--- config.mk ---
export PLATFORM = sky130hd
export DESIGN_NAME = cpu_obi_addr_demux
export DESIGN_NICKNAME = d
export VERILOG_FILES = /design/src/rtl/cpu_obi_addr_demux.sv
export SDC_FILE = /design/constraint.sdc
export NUM_CORES = 1
export LEC_CHECK = 0
export ABC_AREA = 1
export CAP_MARGIN = 10
export CELL_PAD_IN_SITES_DETAIL_PLACEMENT = 0
export CELL_PAD_IN_SITES_GLOBAL_PLACEMENT = 1
export CORE_MARGIN = 4
export CORE_UTILIZATION = 12
export CTS_CLUSTER_DIAMETER = 120
export DETAILED_ROUTE_END_ITERATION = 8
export HOLD_SLACK_MARGIN = 0.03
export PLACE_DENSITY_LB_ADDON = 0.25
export SYNTH_ARGS = -nofsm -noshare
export SYNTH_HDL_FRONTEND = slang
export SYNTH_SLANG_ARGS = --single-unit
--- constraint.sdc ---
create_clock -name clk_i -period 2.8 [get_ports clk_i]
set_input_delay 0.42 -clock clk_i [delete_from_list [all_inputs] [get_ports clk_i]]
set_output_delay 0.42 -clock clk_i [all_outputs]
set_load 0.005 [all_outputs]
--- src/rtl/cpu_obi_addr_demux.sv ---
// cpu_obi_addr_demux: per-core OBI address demultiplexer.
// Decodes each request against an address rule table and routes it to one
// of NumSlaves private slaves (system bus, CPU private register block).
// Responses stay in order because a request to a new target waits until
// every outstanding response has drained.
// Optional feature macro: CPU_OBI_DEMUX_ERR_SLAVE_EN enables an internal
// error responder for unmapped addresses (target index NumSlaves).

package cei_mochila_pkg;

  typedef struct packed {
    logic [31:0] idx;
    logic [31:0] start_addr;
    logic [31:0] end_addr;
  } addr_map_rule_t;

  localparam int unsigned CPU_XBAR_NUM_RULES = 3;

  // Rule 0: private register block; rules 1 and 2: system bus windows
  localparam addr_map_rule_t [CPU_XBAR_NUM_RULES-1:0] CPU_XBAR_ADDR_RULES = {
    addr_map_rule_t'{idx: 32'd0, start_addr: 32'hF001_0000, end_addr: 32'hF100_0000},
    addr_map_rule_t'{idx: 32'd0, start_addr: 32'h4000_0000, end_addr: 32'h8000_0000},
    addr_map_rule_t'{idx: 32'd1, start_addr: 32'hF000_0000, end_addr: 32'hF001_0000}
  };

endpackage

module cpu_obi_addr_demux #(
  parameter int unsigned NumSlaves = 2,
  parameter int unsigned NumRules = 3,
  parameter cei_mochila_pkg::addr_map_rule_t [NumRules-1:0] AddrRules =
    cei_mochila_pkg::CPU_XBAR_ADDR_RULES,
  parameter int unsigned MaxOutstanding = 4
) (
  input  logic                      clk_i,
  input  logic                      rst_ni,
  input  logic                      m_req_i,
  output logic                      m_gnt_o,
  input  logic [31:0]               m_addr_i,
  input  logic                      m_we_i,
  input  logic [3:0]                m_be_i,
  input  logic [31:0]               m_wdata_i,
  output logic                      m_rvalid_o,
  output logic [31:0]               m_rdata_o,
  output logic                      m_err_o,
  output logic [NumSlaves-1:0]      s_req_o,
  input  logic [NumSlaves-1:0]      s_gnt_i,
  output logic [31:0]               s_addr_o,
  output logic                      s_we_o,
  output logic [3:0]                s_be_o,
  output logic [31:0]               s_wdata_o,
  input  logic [NumSlaves-1:0]      s_rvalid_i,
  input  logic [NumSlaves*32-1:0]   s_rdata_i,
  output logic                      busy_o
);

`ifdef CPU_OBI_DEMUX_ERR_SLAVE_EN
  localparam int unsigned NumTgt = NumSlaves + 1;
`else
  localparam int unsigned NumTgt = NumSlaves;
`endif
  localparam int unsigned SelW = (NumTgt > 1) ? $clog2(NumTgt) : 1;
  localparam int unsigned CntW = $clog2(MaxOutstanding + 1);

  logic            dec_hit;
  logic [SelW-1:0] dec_idx;
  logic [SelW-1:0] dec_tgt;
  logic            allowed;
  logic            hs;
  logic [CntW-1:0] cnt_q, cnt_d;
  logic [SelW-1:0] tgt_q;
  logic            busy_q;
  logic            rsp_valid;
  logic [31:0]     rsp_data;
`ifdef CPU_OBI_DEMUX_ERR_SLAVE_EN
  localparam logic [31:0] ErrData = 32'hBADA_CCE5;
  logic            err_rvalid_q;
  logic            rsp_err;
`endif

  // Request fields are broadcast; only s_req_o selects the slave
  assign s_addr_o  = m_addr_i;
  assign s_we_o    = m_we_i;
  assign s_be_o    = m_be_i;
  assign s_wdata_o = m_wdata_i;
  assign busy_o    = busy_q;

  // Address decode: first (lowest index) matching rule wins, end exclusive
  always_comb begin
    dec_hit = 1'b0;
    dec_idx = '0;
    for (int i = 0; i < NumRules; i++) begin
      if (!dec_hit && (m_addr_i >= AddrRules[i].start_addr) &&
          (m_addr_i < AddrRules[i].end_addr)) begin
        dec_hit = 1'b1;
        dec_idx = SelW'(AddrRules[i].idx);
      end
    end
`ifdef CPU_OBI_DEMUX_ERR_SLAVE_EN
    dec_tgt = dec_hit ? dec_idx : SelW'(NumSlaves);
`else
    dec_tgt = dec_hit ? dec_idx : '0;
`endif
  end

  // A request proceeds only with room left and no pending responses elsewhere
  assign allowed = (cnt_q < CntW'(MaxOutstanding)) &&
                   ((cnt_q == '0) || (dec_tgt == tgt_q));

  // Request routing and grant return
  always_comb begin
    s_req_o = '0;
    m_gnt_o = 1'b0;
    if (allowed) begin
      for (int k = 0; k < NumSlaves; k++) begin
        if (dec_tgt == SelW'(k)) begin
          s_req_o[k] = m_req_i;
          m_gnt_o    = s_gnt_i[k];
        end
      end
`ifdef CPU_OBI_DEMUX_ERR_SLAVE_EN
      if (dec_tgt == SelW'(NumSlaves)) begin
        m_gnt_o = m_req_i;
      end
`endif
    end
  end

  assign hs = m_req_i & m_gnt_o;

  // Response selection by current target; nothing is forwarded when idle
  always_comb begin
    rsp_valid = 1'b0;
    rsp_data  = '0;
`ifdef CPU_OBI_DEMUX_ERR_SLAVE_EN
    rsp_err   = 1'b0;
`endif
    if (cnt_q != '0) begin
      for (int k = 0; k < NumSlaves; k++) begin
        if (tgt_q == SelW'(k)) begin
          rsp_valid = s_rvalid_i[k];
          rsp_data  = s_rdata_i[k*32 +: 32];
        end
      end
`ifdef CPU_OBI_DEMUX_ERR_SLAVE_EN
      if (tgt_q == SelW'(NumSlaves)) begin
        rsp_valid = err_rvalid_q;
        rsp_data  = ErrData;
        rsp_err   = 1'b1;
      end
`endif
    end
    m_rvalid_o = rsp_valid;
    m_rdata_o  = rsp_valid ? rsp_data : '0;
`ifdef CPU_OBI_DEMUX_ERR_SLAVE_EN
    m_err_o    = rsp_valid & rsp_err;
`else
    m_err_o    = 1'b0;
`endif
  end

  // Outstanding count: +1 per handshake, -1 per response, both cancel
  always_comb begin
    cnt_d = cnt_q;
    case ({hs, m_rvalid_o})
      2'b10:   cnt_d = cnt_q + CntW'(1);
      2'b01:   cnt_d = cnt_q - CntW'(1);
      default: cnt_d = cnt_q;
    endcase
  end

  // State registers with synchronous active-low reset
  always_ff @(posedge clk_i) begin
    if (!rst_ni) begin
      cnt_q        <= '0;
      tgt_q        <= '0;
      busy_q       <= 1'b0;
`ifdef CPU_OBI_DEMUX_ERR_SLAVE_EN
      err_rvalid_q <= 1'b0;
`endif
    end else begin
      cnt_q  <= cnt_d;
      busy_q <= (cnt_d != '0);
      if (hs) begin
        tgt_q <= dec_tgt;
      end
`ifdef CPU_OBI_DEMUX_ERR_SLAVE_EN
      err_rvalid_q <= hs && (dec_tgt == SelW'(NumSlaves));
`endif
    end
  end

`ifndef SYNTHESIS
  // Flag slave responses that do not belong to an outstanding transaction
  always_ff @(posedge clk_i) begin
    if (rst_ni) begin
      for (int k = 0; k < NumSlaves; k++) begin
        if (s_rvalid_i[k]) begin
          assert ((cnt_q != '0) && (tgt_q == SelW'(k)))
            else $warning("cpu_obi_addr_demux: stray rvalid from slave %0d ignored", k);
        end
      end
    end
  end
`endif

endmodule
; Yosys cells after proc, flatten, opt, wreduce, memory -nomap -nowiden
; Index checks and enable logic that the tools add are counted.
[word_totals]
word_cells = 45
register_bits = 5
out_inout_bits = 107
[classes]
n_bitwise = 1
n_reduce_logical = 12
eq_ne = 3
muxes = 17
add_sub_neg = 2
order_cmp = 7
[ops]
columns = op, n
row1 = "32-bit < comparator, second input constant", 3
row2 = 32-bit two-way mux, 3
row3 = "32-bit >= comparator, second input constant", 2
row4 = "32-bit by 31-bit >= comparator with 1-bit output, second input constant", 1
row5 = 1-bit two-way mux, 12
row6 = 1-bit logical AND, 6
row7 = 3-bit one-hot mux with 2 select lines, 1
row8 = 3-bit nonzero test, 2
row9 = "3-bit by 1-bit adder with 3-bit output, second input constant", 1
row10 = 3-bit logical NOT, 1
row11 = "3-bit < comparator, second input constant", 1
row12 = "3-bit by 1-bit subtractor with 3-bit output, second input constant", 1
row13 = "2-bit by 1-bit == test with 1-bit output, second input constant", 1
row14 = "2-bit == test, second input constant", 1
row15 = 1-bit logical NOT, 2
row16 = 2-bit two-way mux, 1
row17 = 1-bit bitwise AND, 1
row18 = 1-bit == test, 1
row19 = 1-bit logical OR, 1

; Depth between registers and ports, before layout
; Gate-level depths: netlist of run 1.
[logic_depth]
depth_word = 20
mapped_depth = 16
depth_no_buf = 16

; Least setup slack after synthesis of run 1
; No wires, ideal clock.
[synth_timing]
path_type = input-to-reg
start = input m_addr_i[24]
end = register busy_q (netlist: busy_o)
slack_ps = 577
cell_stages = 15
path_buffers = 0
arrival_ps = 2099
path_cell_list = nor2_2 > nand2_2 > nor2_4 > nand2_2 > nand2_1 > nand2_2 > nand4_2 > ha_1 > inv_1 > fa_1 > a21oi_1 > o21ai_0 > xor2_1 > inv_1 > a31oi_1
[synth_via]
elab_chain_cells = 20
elab_cells_between_ends = 29
[synth_lines]
columns = element, line
row1 = from (decl), 39  ; input logic [31:0] m_addr_i,
row2 = 32-bit >= comparator / 32-bit < comparator (equally long branches), "93, 94"
row3 = 1-bit logical AND, 93  ; if (!dec_hit && (m_addr_i >= AddrRules[i].start_addr) &&
row4 = 1-bit two-way mux, 93
row5 = 1-bit logical NOT, 93
row6 = 1-bit logical AND (2 in a row), 93
row7 = 1-bit two-way mux, 93
row8 = 1-bit logical NOT, 93
row9 = 1-bit logical AND (2 in a row), 93
row10 = [2 not listed], -
row11 = 1-bit == test, 108  ; ((cnt_q == '0) || (dec_tgt == tgt_q));
row12 = 1-bit logical OR, 108
row13 = 1-bit logical AND, 107  ; assign allowed = (cnt_q < CntW'(MaxOutstanding)) &&
row14 = 1-bit two-way mux *, 114  ; if (allowed) begin
row15 = 1-bit bitwise AND *, 129  ; assign hs = m_req_i & m_gnt_o;
row16 = 2-bit by 1-bit == test with 1-bit output / 2-bit == test (equally long branches), 165  ; case ({hs, m_rvalid_o})
row17 = 3-bit one-hot mux with 2 select lines *, 165
row18 = 3-bit nonzero test *, 183  ; busy_q <= (cnt_d != '0);
row19 = to (signal assigned), 183
row20 = to (decl), 72  ; logic busy_q;
; Mark *: on every way between the ends. The rest lies on a longest branch, timed or not.
; A chain may end at the register's enable or synchronous reset.

; Worst setup path after layout of run 1
[layout_timing]
start = input m_addr_i[20]
end = output m_gnt_o
[layout_via]
elab_chain_cells = 16
elab_cells_between_ends = 24
[layout_lines]
columns = element, line
row1 = 32-bit >= comparator / 32-bit < comparator (equally long branches), "93, 94"
row2 = 1-bit logical AND, 93
row3 = 1-bit two-way mux, 93
row4 = 1-bit logical NOT, 93
row5 = 1-bit logical AND (2 in a row), 93
row6 = 1-bit two-way mux, 93
row7 = 1-bit logical NOT, 93
row8 = 1-bit logical AND (2 in a row), 93
row9 = 1-bit two-way mux, 93
row10 = 1-bit two-way mux *, 102  ; dec_tgt = dec_hit ? dec_idx : '0;
row11 = 1-bit == test, 108
row12 = 1-bit logical OR, 108
row13 = 1-bit logical AND, 107
row14 = 1-bit two-way mux *, 114
row15 = to (decl), 38  ; output logic m_gnt_o,
; Marks and branches as above.

==> results_dict.tcl, run 1 <==
set metrics [dict create \
    clk_pin_slew_worst_paths_ps 30 \
    netlist_instances 253 \
    numCtsBuffers 3 \
    io_pins 247 \
    grt.overflow.total 0 \
    cellLeakagePower_uw 0.00107 \
    required_ps 2380 \
    hold_path.class "flip-flop to flip-flop" \
    die_area_mm2 0.0140 \
    ant_nets 0 \
    synth_nets 395 \
    row_count 39 \
    cts_root_buf "clkbuf_16" \
    worstSkewPairLatency_ps 220 \
    wl_met2_mm 2.67 \
    fin_crit_ps 2630 \
    setup_viol_count_final 0 \
    antenna_found_initial 0 \
    syn_area_mm2 0.00146 \
    fin_nets 469 \
    skew_ps 1.24 \
    cts_tree "yes" \
    wl_met3_um 657 \
    final_cell_mix "clkdlybuf4s50_1 (137), nand2_1 (77), a21oi_1 (35), inv_1 (14), buf_4 (10)" \
    synth_area_per_cell_um2 5.76 \
    layout.cells.most_common "clkdlybuf4s50_1" \
    initial_core_util_pct 12.5 \
    drv_slew 0 \
    yosysWarningCount 0 \
    ys_ff_latch 5 \
    grt_pass1_vias 1731 \
    synth.distinct_cells 24 \
    worstPathCellList "clkdlybuf4s50_1, nor2_1, nand2_1, nor2_4, buf_4, nand3_1, nand3_2, nand2_2, inv_2, a21oi_1, clkdlybuf4s50_1" \
    htree_levels 1 \
    peakVddDrop_v 0.000147 \
    wl_per_cell_um 12.1 \
    num_antenna_cells 0 \
    routed_via_density 3.62 \
    dp.cells 465 \
    dr.pass1.iters 6 \
    status "complete, no violations" \
    final_core_util_pct 22.4 \
    hold_slack_ps 564 \
    cp_max_fo 3 \
    place_hpwl_mm 4.69 \
    die-width_um 118 \
    max_stage_delay_ps 520 \
    tns_ps 0 \
    drive_gt1_share_pct 10.1 \
    fin_cells 469 \
    path_buf_inv 4 \
    slowest_stage "clkdlybuf4s50_1" \
    die_h_um 118 \
    crit_type "input port to output port" \
    path_delay_family "buffers and inverters" \
    critPathLaunchType "input port" \
    core_area_mm2 0.0117 \
    hold_viol_final 0 \
    post_cts_buffers 0 \
    ys_seq_area_share_pct 6.87 \
    grt_first_pass_wirelength_mm 8.55 \
    maxUsedRoutingLayer "met4" \
    drt-total-wl_mm 5.70 \
    grt_max_degree 22 \
    track_usage_pct 7.53 \
    drc 0 \
    cpMostUsedCell "clkdlybuf4s50_1" \
    wl_met1_mm 2.13 \
    drt_iter0_drc 57 \
    clkSinkCount 5 \
    area_growth_pct 79.6 \
    cap_violations 0 \
    arrival_ps 2210 \
    power_density_mw_per_mm2 437 \
    critPathCaptureType "output port" \
    fin_crit_sh_pct 93.8 \
    num_vias 1700 \
    rsz0062_at_grt "no" \
    place_congestion 0.695 \
    fmax_mhz 381 \
    port_buffers 139 \
    clockBufferDepth 2 \
]
## where the power goes
part / total (µW) / internal (µW) / switching (µW) / leakage [µW]
Sequential: 111 / 95.6 / 15.7 / 0.0000411
Combinational: 803 / 450 / 354 / 0.000994
Clock: 231 / 188 / 42.3 / 0.0000382
## tightest hold or removal path, delay by kind of cell (launching register included)
family | cells | cell delay, ps
flops | 1 | 350
compound gates | 1 | 90
simple gates | 1 | 80
## flip-flops by register name, indices dropped and copies added, names as in the netlist
name	count
busy_o	1
cnt_q	3
tgt_q	1
## final timing paths
check                       from                  end  slack, ps  cells after the start
min reg2reg  cnt_q[1]$_SDFF_PN0_  cnt_q[1]$_SDFF_PN0_        560                      2
max                 m_addr_i[20]              m_gnt_o        170                     11
max reg2reg   tgt_q$_SDFFE_PN0P_    busy_o$_SDFF_PN0_        710                     12
min          cnt_q[1]$_SDFF_PN0_  cnt_q[1]$_SDFF_PN0_        560                      2
## final cells by class
class / instances / area, µm²
clock buffer: 4 / 78.8
tap: 143 / 179
fill: 1323 / 9040
timing repair buffer: 149 / 1470
inverter: 17 / 63.8
multi-input combinational: 151 / 724
sequential: 5 / 100
## cells by family after synthesis
group	share of synthesized area [%]
xor gates and xnor gates	1.20
buffers and inverters	43.6
DFF	6.87
AOI/OAI and AO/OA	12.8
adders and majority gates	2.23
and+or+nand+nor	33.0
other	0.257
## stage by stage
stage               setup slack (ps)  total power, µW  instance area, µm²
floorplan                        577              512                1460
global placement               -16.7              940                2530
detailed placement             -17.3              931                2530
CTS                             51.6             1170                2610
global route                    45.6             1250                2620
finish                           174             1150                2620
## cell usage after synthesis
cell,n,area (µm²)
conb_1,1,3.75
nand3_2,2,20.0
a21oi_1,35,175
nor2_1,9,33.8
inv_1,14,52.6
xor2_1,1,8.76
fa_1,1,20.0
nor3_1,1,5.00
nand4_1,1,6.26
nor2_4,2,22.5
nand2_1,78,293
nand4_2,1,12.5
nor2_2,5,31.3
ha_1,1,12.5
clkbuf_1,5,18.8
buf_4,71,533
dfxtp_1,5,100
o21ai_0,1,5.00
buf_2,4,20.0
nand3_1,4,20.0
inv_2,3,11.3
a31oi_1,1,6.26
nand2_2,6,37.5
xnor2_1,1,8.76
## what timing repair did
action | CTS | global route
endpoints found under the hold margin | 0 | 0
hold buffers | 0 | 0
setup endpoints to repair | 0 | 2
gates resized for setup | 0 | 3
## per-layer routing
layer / vias up / GRT usage [%]
met5: - / 0
met4: 0 / 4.03
met3: 23 / 2.82
met2: 114 / 13.7
met1: 702 / 7.39
li1: 861 / -
Power figures use the tool's default switching activity.
==> run 2: changes to the inputs <==
--- a/config.mk
+++ b/config.mk
@@ -9,12 +9,13 @@
 export CAP_MARGIN = 10
 export CELL_PAD_IN_SITES_DETAIL_PLACEMENT = 0
 export CELL_PAD_IN_SITES_GLOBAL_PLACEMENT = 1
-export CORE_MARGIN = 4
+export CORE_MARGIN = 2
 export CORE_UTILIZATION = 12
 export CTS_CLUSTER_DIAMETER = 120
 export DETAILED_ROUTE_END_ITERATION = 8
 export HOLD_SLACK_MARGIN = 0.03
 export PLACE_DENSITY_LB_ADDON = 0.25
+export SETUP_SLACK_MARGIN = 0.2
 export SYNTH_ARGS = -nofsm -noshare
 export SYNTH_HDL_FRONTEND = slang
 export SYNTH_SLANG_ARGS = --single-unit
==> run 2 against run 1 <==
Compared with the run above:
- core utilization down 0.39 points
- sequential power about the same
- via count up 1.1%
- register-to-register slack worse by 60 ps
- total power up 1.1%
- maximum frequency up 6.1%
- first-iteration DRC count down 53%
- critical path type is now input port to flip-flop
- cell count up 0.64%
- combinational power up 1%
==> results_dict.tcl, run 2 (synthesized netlist as in run 1, its figures left out) <==
set metrics [dict create \
    arrival_ps 2580 \
    peakVddDrop_v 0.000225 \
    busiest_layer "met2" \
    place_congestion 0.706 \
    critPathLaunchType "input port" \
    port_buffers 139 \
    initial_core_util_pct 12.2 \
    place_hpwl_mm 4.55 \
    grt.overflow.total 0 \
    drc 0 \
    power_uw 1160 \
    dr.pass1.iters 4 \
    dp_slack_ps -2.12 \
    p_sw_share_pct 36.2 \
    worstPathCellList "clkdlybuf4s50_1, nor2_2, nand2_2, nor2_4, nand2_2, nand2_2, nand2_2, nand4_2, ha_2, inv_2, fa_2, nor2_2, a21oi_1, a31oi_1" \
    io_pins 247 \
    clockBufferDepth 2 \
    cp_max_fo 3 \
    skew_ps 0.216 \
    hold_viol_final 0 \
    worstSkewPairLatency_ps 230 \
    final_cell_mix "clkdlybuf4s50_1 (134), nand2_1 (75), a21oi_1 (35), inv_1 (13)" \
    critPathCaptureType "flip-flop" \
    drv_slew 0 \
    globalRouteMet3Util_pct 1.75 \
    drt_iter0_drc 27 \
    num_antenna_cells 0 \
    pwr-share-clk_pct 20.4 \
    cts_root_buf "clkbuf_16" \
    track_usage_pct 7.59 \
    crit_type "input port to flip-flop" \
    path_buf_inv 2 \
    numCtsBuffers 3 \
    drive_gt1_share_pct 12.6 \
    ant_nets 0 \
    fmax_mhz 404 \
    max_stage_delay_ps 520 \
    htree_levels 1 \
    fin_crit_ps 2470 \
    combPwrFrac_pct 70.1 \
    wl_per_cell_um 11.7 \
    power_frac_seq_pct 9.6 \
    fin_crit_sh_pct 88.4 \
    switching_power_uw 420 \
    clkSinkCount 5 \
    grt_first_pass_wirelength_mm 7.90 \
    hold_path.class "flip-flop to flip-flop" \
    hold_buffers 0 \
    row_count 40 \
    cap_violations 0 \
    clk_pin_slew_worst_paths_ps 30 \
    layout.cells.most_common "clkdlybuf4s50_1" \
    grt_max_degree 24 \
    num_vias 1719 \
    slowest_stage "fa_2" \
    setup_viol_count_final 0 \
    largest_reg_flops 3 \
    antenna_found_initial 0 \
    die_h_um 114 \
    p_int_uw 738 \
    setup_slack_ps 325 \
    fin_cells 472 \
    required_ps 2910 \
    fin_nets 468 \
    dp.cells 468 \
    cts_tree "yes" \
    die-width_um 114 \
    grt_util_met2_pct 14.0 \
    final_core_util_pct 22.1 \
    placed_cell_area_mm2 0.00253 \
    status "complete, no violations" \
    cpMostUsedCell "nand2_2" \
    cellLeakagePower_uw 0.00105 \
    rsz0062_at_grt "yes" \
    path_delay_family "simple AND/OR/NAND/NOR gates" \
    routed_via_density 3.64 \
    die_area_mm2 0.0130 \
    power_density_mw_per_mm2 441 \
    area_growth_pct 80.3 \
    grt_pass1_vias 1610 \
    regMostFlops "cnt_q" \
    grtUsageMet1_pct 7.77 \
    core_area_mm2 0.0119 \
    final_area_mm2 0.00263 \
    drt-total-wl_mm 5.53 \
]
-- run 2: cell count changes in the layout (fill, tap and decap cells not counted), sizes merged --
cell,change
buf,-1
clkdlybuf4s50,-3
dlygate4sd2,+5
dlymetal6s2s,-2
-- run 2: what timing repair did --
| action | 4_1_cts | 5_1_grt |
|---|---|---|
| pin swaps | 3 | 3 |
| setup endpoints to repair | 3 | 10 |
| buffers inserted | 0 | 0 |
| resized for setup | 7 | 10 |
-- run 2: stage by stage --
step / TNS [ps] / hold WS [ps]
3_5_place_dp: -2.12 / 555
2_1_floorplan: 0 / 494
5_1_grt: 0 / 607
3_3_place_gp: -3.69 / 553
6_report: 0 / 558
4_1_cts: 0 / 564
-- run 2: worst paths after layout --
| kind | startpoint | to | slack (ps) | cells after the start |
|---|---|---|---|---|
| setup / recovery | m_addr_i[26] | busy_o$_SDFF_PN0_ | 330 | 14 |
| hold / removal | cnt_q[1]$_SDFF_PN0_ | cnt_q[1]$_SDFF_PN0_ | 560 | 2 |
| setup reg to reg | tgt_q$_SDFFE_PN0P_ | busy_o$_SDFF_PN0_ | 650 | 11 |
| hold reg to reg | cnt_q[1]$_SDFF_PN0_ | cnt_q[1]$_SDFF_PN0_ | 560 | 2 |
-- run 2: metal layers --
layer / up-vias / part of all wire, %
met1: 728 / 36
met2: 103 / 49
met4: 0 / 4.2
met5: - / 0
met3: 28 / 10
li1: 860 / -
-- run 2: worst reg2reg max path, delay by kind of cell, from the launching register on --
family,cells,cell delay (ps)
simple gates,4,270
fa+ha+maj,2,700
buf+inv,3,390
compound gates,2,290
flops,1,370
-- run 2: power by group through the flow --
stage / combinational, µW / sequential, µW / clock (µW)
5_1_grt: 904 / 115 / 243
3_5_place_dp: 817 / 112 / 0
2_1_floorplan: 404 / 108 / 0
6_report: 811 / 111 / 236
4_1_cts: 818 / 111 / 239
3_3_place_gp: 822 / 113 / 0
-- run 2: final cells by class --
| class | instances | area [µm²] |
|---|---|---|
| clock buffer | 4 | 78.8 |
| fill | 1368 | 9280 |
| inverter | 17 | 63.8 |
| multi-input combinational | 151 | 744 |
| sequential | 5 | 100 |
| tap | 147 | 184 |
| timing repair buffer | 148 | 1460 |
==> run 3: changes to the inputs <==
--- a/config.mk
+++ b/config.mk
@@ -7,10 +7,10 @@
 export LEC_CHECK = 0
 export ABC_AREA = 1
 export CAP_MARGIN = 10
-export CELL_PAD_IN_SITES_DETAIL_PLACEMENT = 0
-export CELL_PAD_IN_SITES_GLOBAL_PLACEMENT = 1
+export CELL_PAD_IN_SITES_DETAIL_PLACEMENT = 2
+export CELL_PAD_IN_SITES_GLOBAL_PLACEMENT = 2
 export CORE_MARGIN = 2
-export CORE_UTILIZATION = 12
+export CORE_UTILIZATION = 10
 export CTS_CLUSTER_DIAMETER = 120
 export DETAILED_ROUTE_END_ITERATION = 8
 export HOLD_SLACK_MARGIN = 0.03
==> constraint.sdc (replaced) <==
create_clock -name clk_i -period 2.8 [get_ports clk_i]
set_input_delay 0.56 -clock clk_i [delete_from_list [all_inputs] [get_ports clk_i]]
set_output_delay 0.56 -clock clk_i [all_outputs]
set_load 0.005 [all_outputs]
==> run 3 against run 2 <==
Compared with the run above:
- sequential share of layout area decreased by 0.23 points
- clock skew increased by 0.60 ps
- sequential power hardly changed
- total power rose by 3.9%
- worst hold slack improved by 35 ps
- via count is 8.4% higher
- non-clock buffer count up 12
- routed wire length up 25%
- maximum frequency shrank 1.2%
- count of clock-buffer cells in the layout is the same
- core utilization is 2.6 points lower
==> results_dict.tcl, run 3 (synthesized netlist as in run 1, its figures left out) <==
set metrics [dict create \
    final_core_util_pct 19.5 \
    cellLeakagePower_uw 0.00130 \
    die_area_mm2 0.0156 \
    cts_tree "yes" \
    drive_gt1_share_pct 20.8 \
    wl_met2_mm 3.59 \
    fin_crit_ps 2500 \
    largest_reg_flops 3 \
    cp_max_fo 3 \
    layout.cells.most_common "clkdlybuf4s50_1" \
    arrival_ps 1940 \
    rsz0062_at_grt "yes" \
    status "complete, no violations" \
    critPathCaptureType "output port" \
    p_int_uw 730 \
    port_buffers 139 \
    fmax_mhz 399 \
    initial_core_util_pct 10.1 \
    grt_first_pass_wirelength_mm 10.5 \
    skew_ps 0.812 \
    max_stage_delay_ps 490 \
    die-width_um 125 \
    drt-total-wl_mm 6.93 \
    required_ps 2240 \
    peakVddDrop_v 0.000163 \
    fin_nets 480 \
    drt_iter0_drc 20 \
    clk_pin_slew_worst_paths_ps 30 \
    crit_type "input port to output port" \
    hold_path.class "flip-flop to flip-flop" \
    switching_power_uw 473 \
    place_hpwl_mm 5.68 \
    critPathLaunchType "input port" \
    path_delay_family "buffers and inverters" \
    hold_buffers 0 \
    regMostFlops "cnt_q" \
    numCtsBuffers 3 \
    worstSkewPairLatency_ps 230 \
    pwr-share-clk_pct 19.6 \
    htree_levels 1 \
    num_antenna_cells 0 \
    combPwrFrac_pct 70.9 \
    power_density_mw_per_mm2 430 \
    path_buf_inv 4 \
    core_area_mm2 0.0144 \
    routed_via_density 3.58 \
    wl_per_cell_um 13.3 \
    fill_cells 1703 \
    area_growth_pct 92.1 \
    maxUsedRoutingLayer "met4" \
    power_frac_seq_pct 9.4 \
    antenna_found_initial 0 \
    track_usage_pct 8.30 \
    wl_met1_mm 2.41 \
    hold_viol_final 0 \
    grt_max_degree 22 \
    worstPathCellList "clkdlybuf4s50_1, nand2_1, nand2_2, nand2_4, inv_2, buf_4, clkdlybuf4s50_1" \
    clockBufferDepth 2 \
    die_h_um 125 \
    grt_pass1_vias 2064 \
    slowest_stage "clkdlybuf4s50_1" \
    clkSinkCount 5 \
    tns_ps 0 \
    num_vias 1864 \
    wl_met3_um 734 \
    final_cell_mix "clkdlybuf4s50_1 (88), nand2_1 (73), a21oi_1 (34), dlygate4sd2_1 (33), buf_4 (16)" \
    fin_crit_sh_pct 89.4 \
    grt.overflow.total 0 \
    dr.pass1.iters 4 \
    cts_root_buf "clkbuf_16" \
    io_pins 247 \
    ant_nets 0 \
    place_congestion 0.711 \
    row_count 44 \
    drv_slew 0 \
    p_sw_share_pct 39.3 \
    setup_viol_count_final 0 \
    drc 0 \
    cpMostUsedCell "clkdlybuf4s50_1" \
    cap_violations 0 \
]
run 3: cell count changes in the layout (fill, tap and decap cells not counted), moves of 5 or more:
cell and delta:
clkdlybuf4s15_1 +8, buf_4 +8, nand2_4 +5, clkdlybuf4s50_1 -46
dlygate4sd2_1 +28, clkbuf_2 +8
run 3: final cells by class:
class                   count  area (µm²)  share of cell area, %
well taps                 184         230                   8.22
clock buffers               4        78.8                   2.82
inverters                  17        66.3                   2.37
multi-input cells         151         825                   29.4
repair buffers            160        1500                   53.6
flip-flops and latches      5         100                   3.57
run 3: what timing repair did:
item / 4_1_cts / 5_1_grt
pin swaps: 18 / 23
setup endpoints to repair: 38 / 7
setup buffers: 3 / 5
resized for setup: 79 / 39
run 3: path summary, 6_finish.rpt:
check	start	end	slack (ps)	cells past startpoint
worst min-delay path	cnt_q[1]$_SDFF_PN0_	cnt_q[1]$_SDFF_PN0_	590	2
worst max register to register	tgt_q$_SDFFE_PN0P_	busy_o$_SDFF_PN0_	610	13
worst min register to register	cnt_q[1]$_SDFF_PN0_	cnt_q[1]$_SDFF_PN0_	590	2
worst max-delay path	s_rvalid_i[0]	m_rvalid_o	300	7
run 3: per-layer routing:
metal / vias to the layer above / track usage [%]
li1: 878 / -
met1: 855 / 8.12
met2: 108 / 15.9
met3: 23 / 2.75
met4: 0 / 3.30
met5: - / 0
run 3: tightest hold or removal path: stages, from the launching register on:
cell and delay (ps):
dfxtp_1 350, a21oi_1 100, nor2_1 90
run 3: power by group through the flow:
stage	logic, µW	clock network [µW]	registers (µW)
floorplan	404	0	108
global placement	858	0	113
detailed placement	866	0	116
CTS	876	240	114
global route	951	246	117
finish	854	236	113
run 3: through the flow:
| step | worst slack, ps | cell area, µm² | power [µW] | std cells | hold WS (ps) |
|---|---|---|---|---|---|
| 2_1_floorplan | 437 | 1460 | 512 | 253 | 494 |
| 3_3_place_gp | -225 | 2610 | 971 | 509 | 554 |
| 3_5_place_dp | -287 | 2610 | 982 | 509 | 604 |
| 4_1_cts | 221 | 2730 | 1230 | 516 | 612 |
| 5_1_grt | 148 | 2800 | 1310 | 521 | 651 |
| 6_report | 296 | 2800 | 1200 | 521 | 593 |
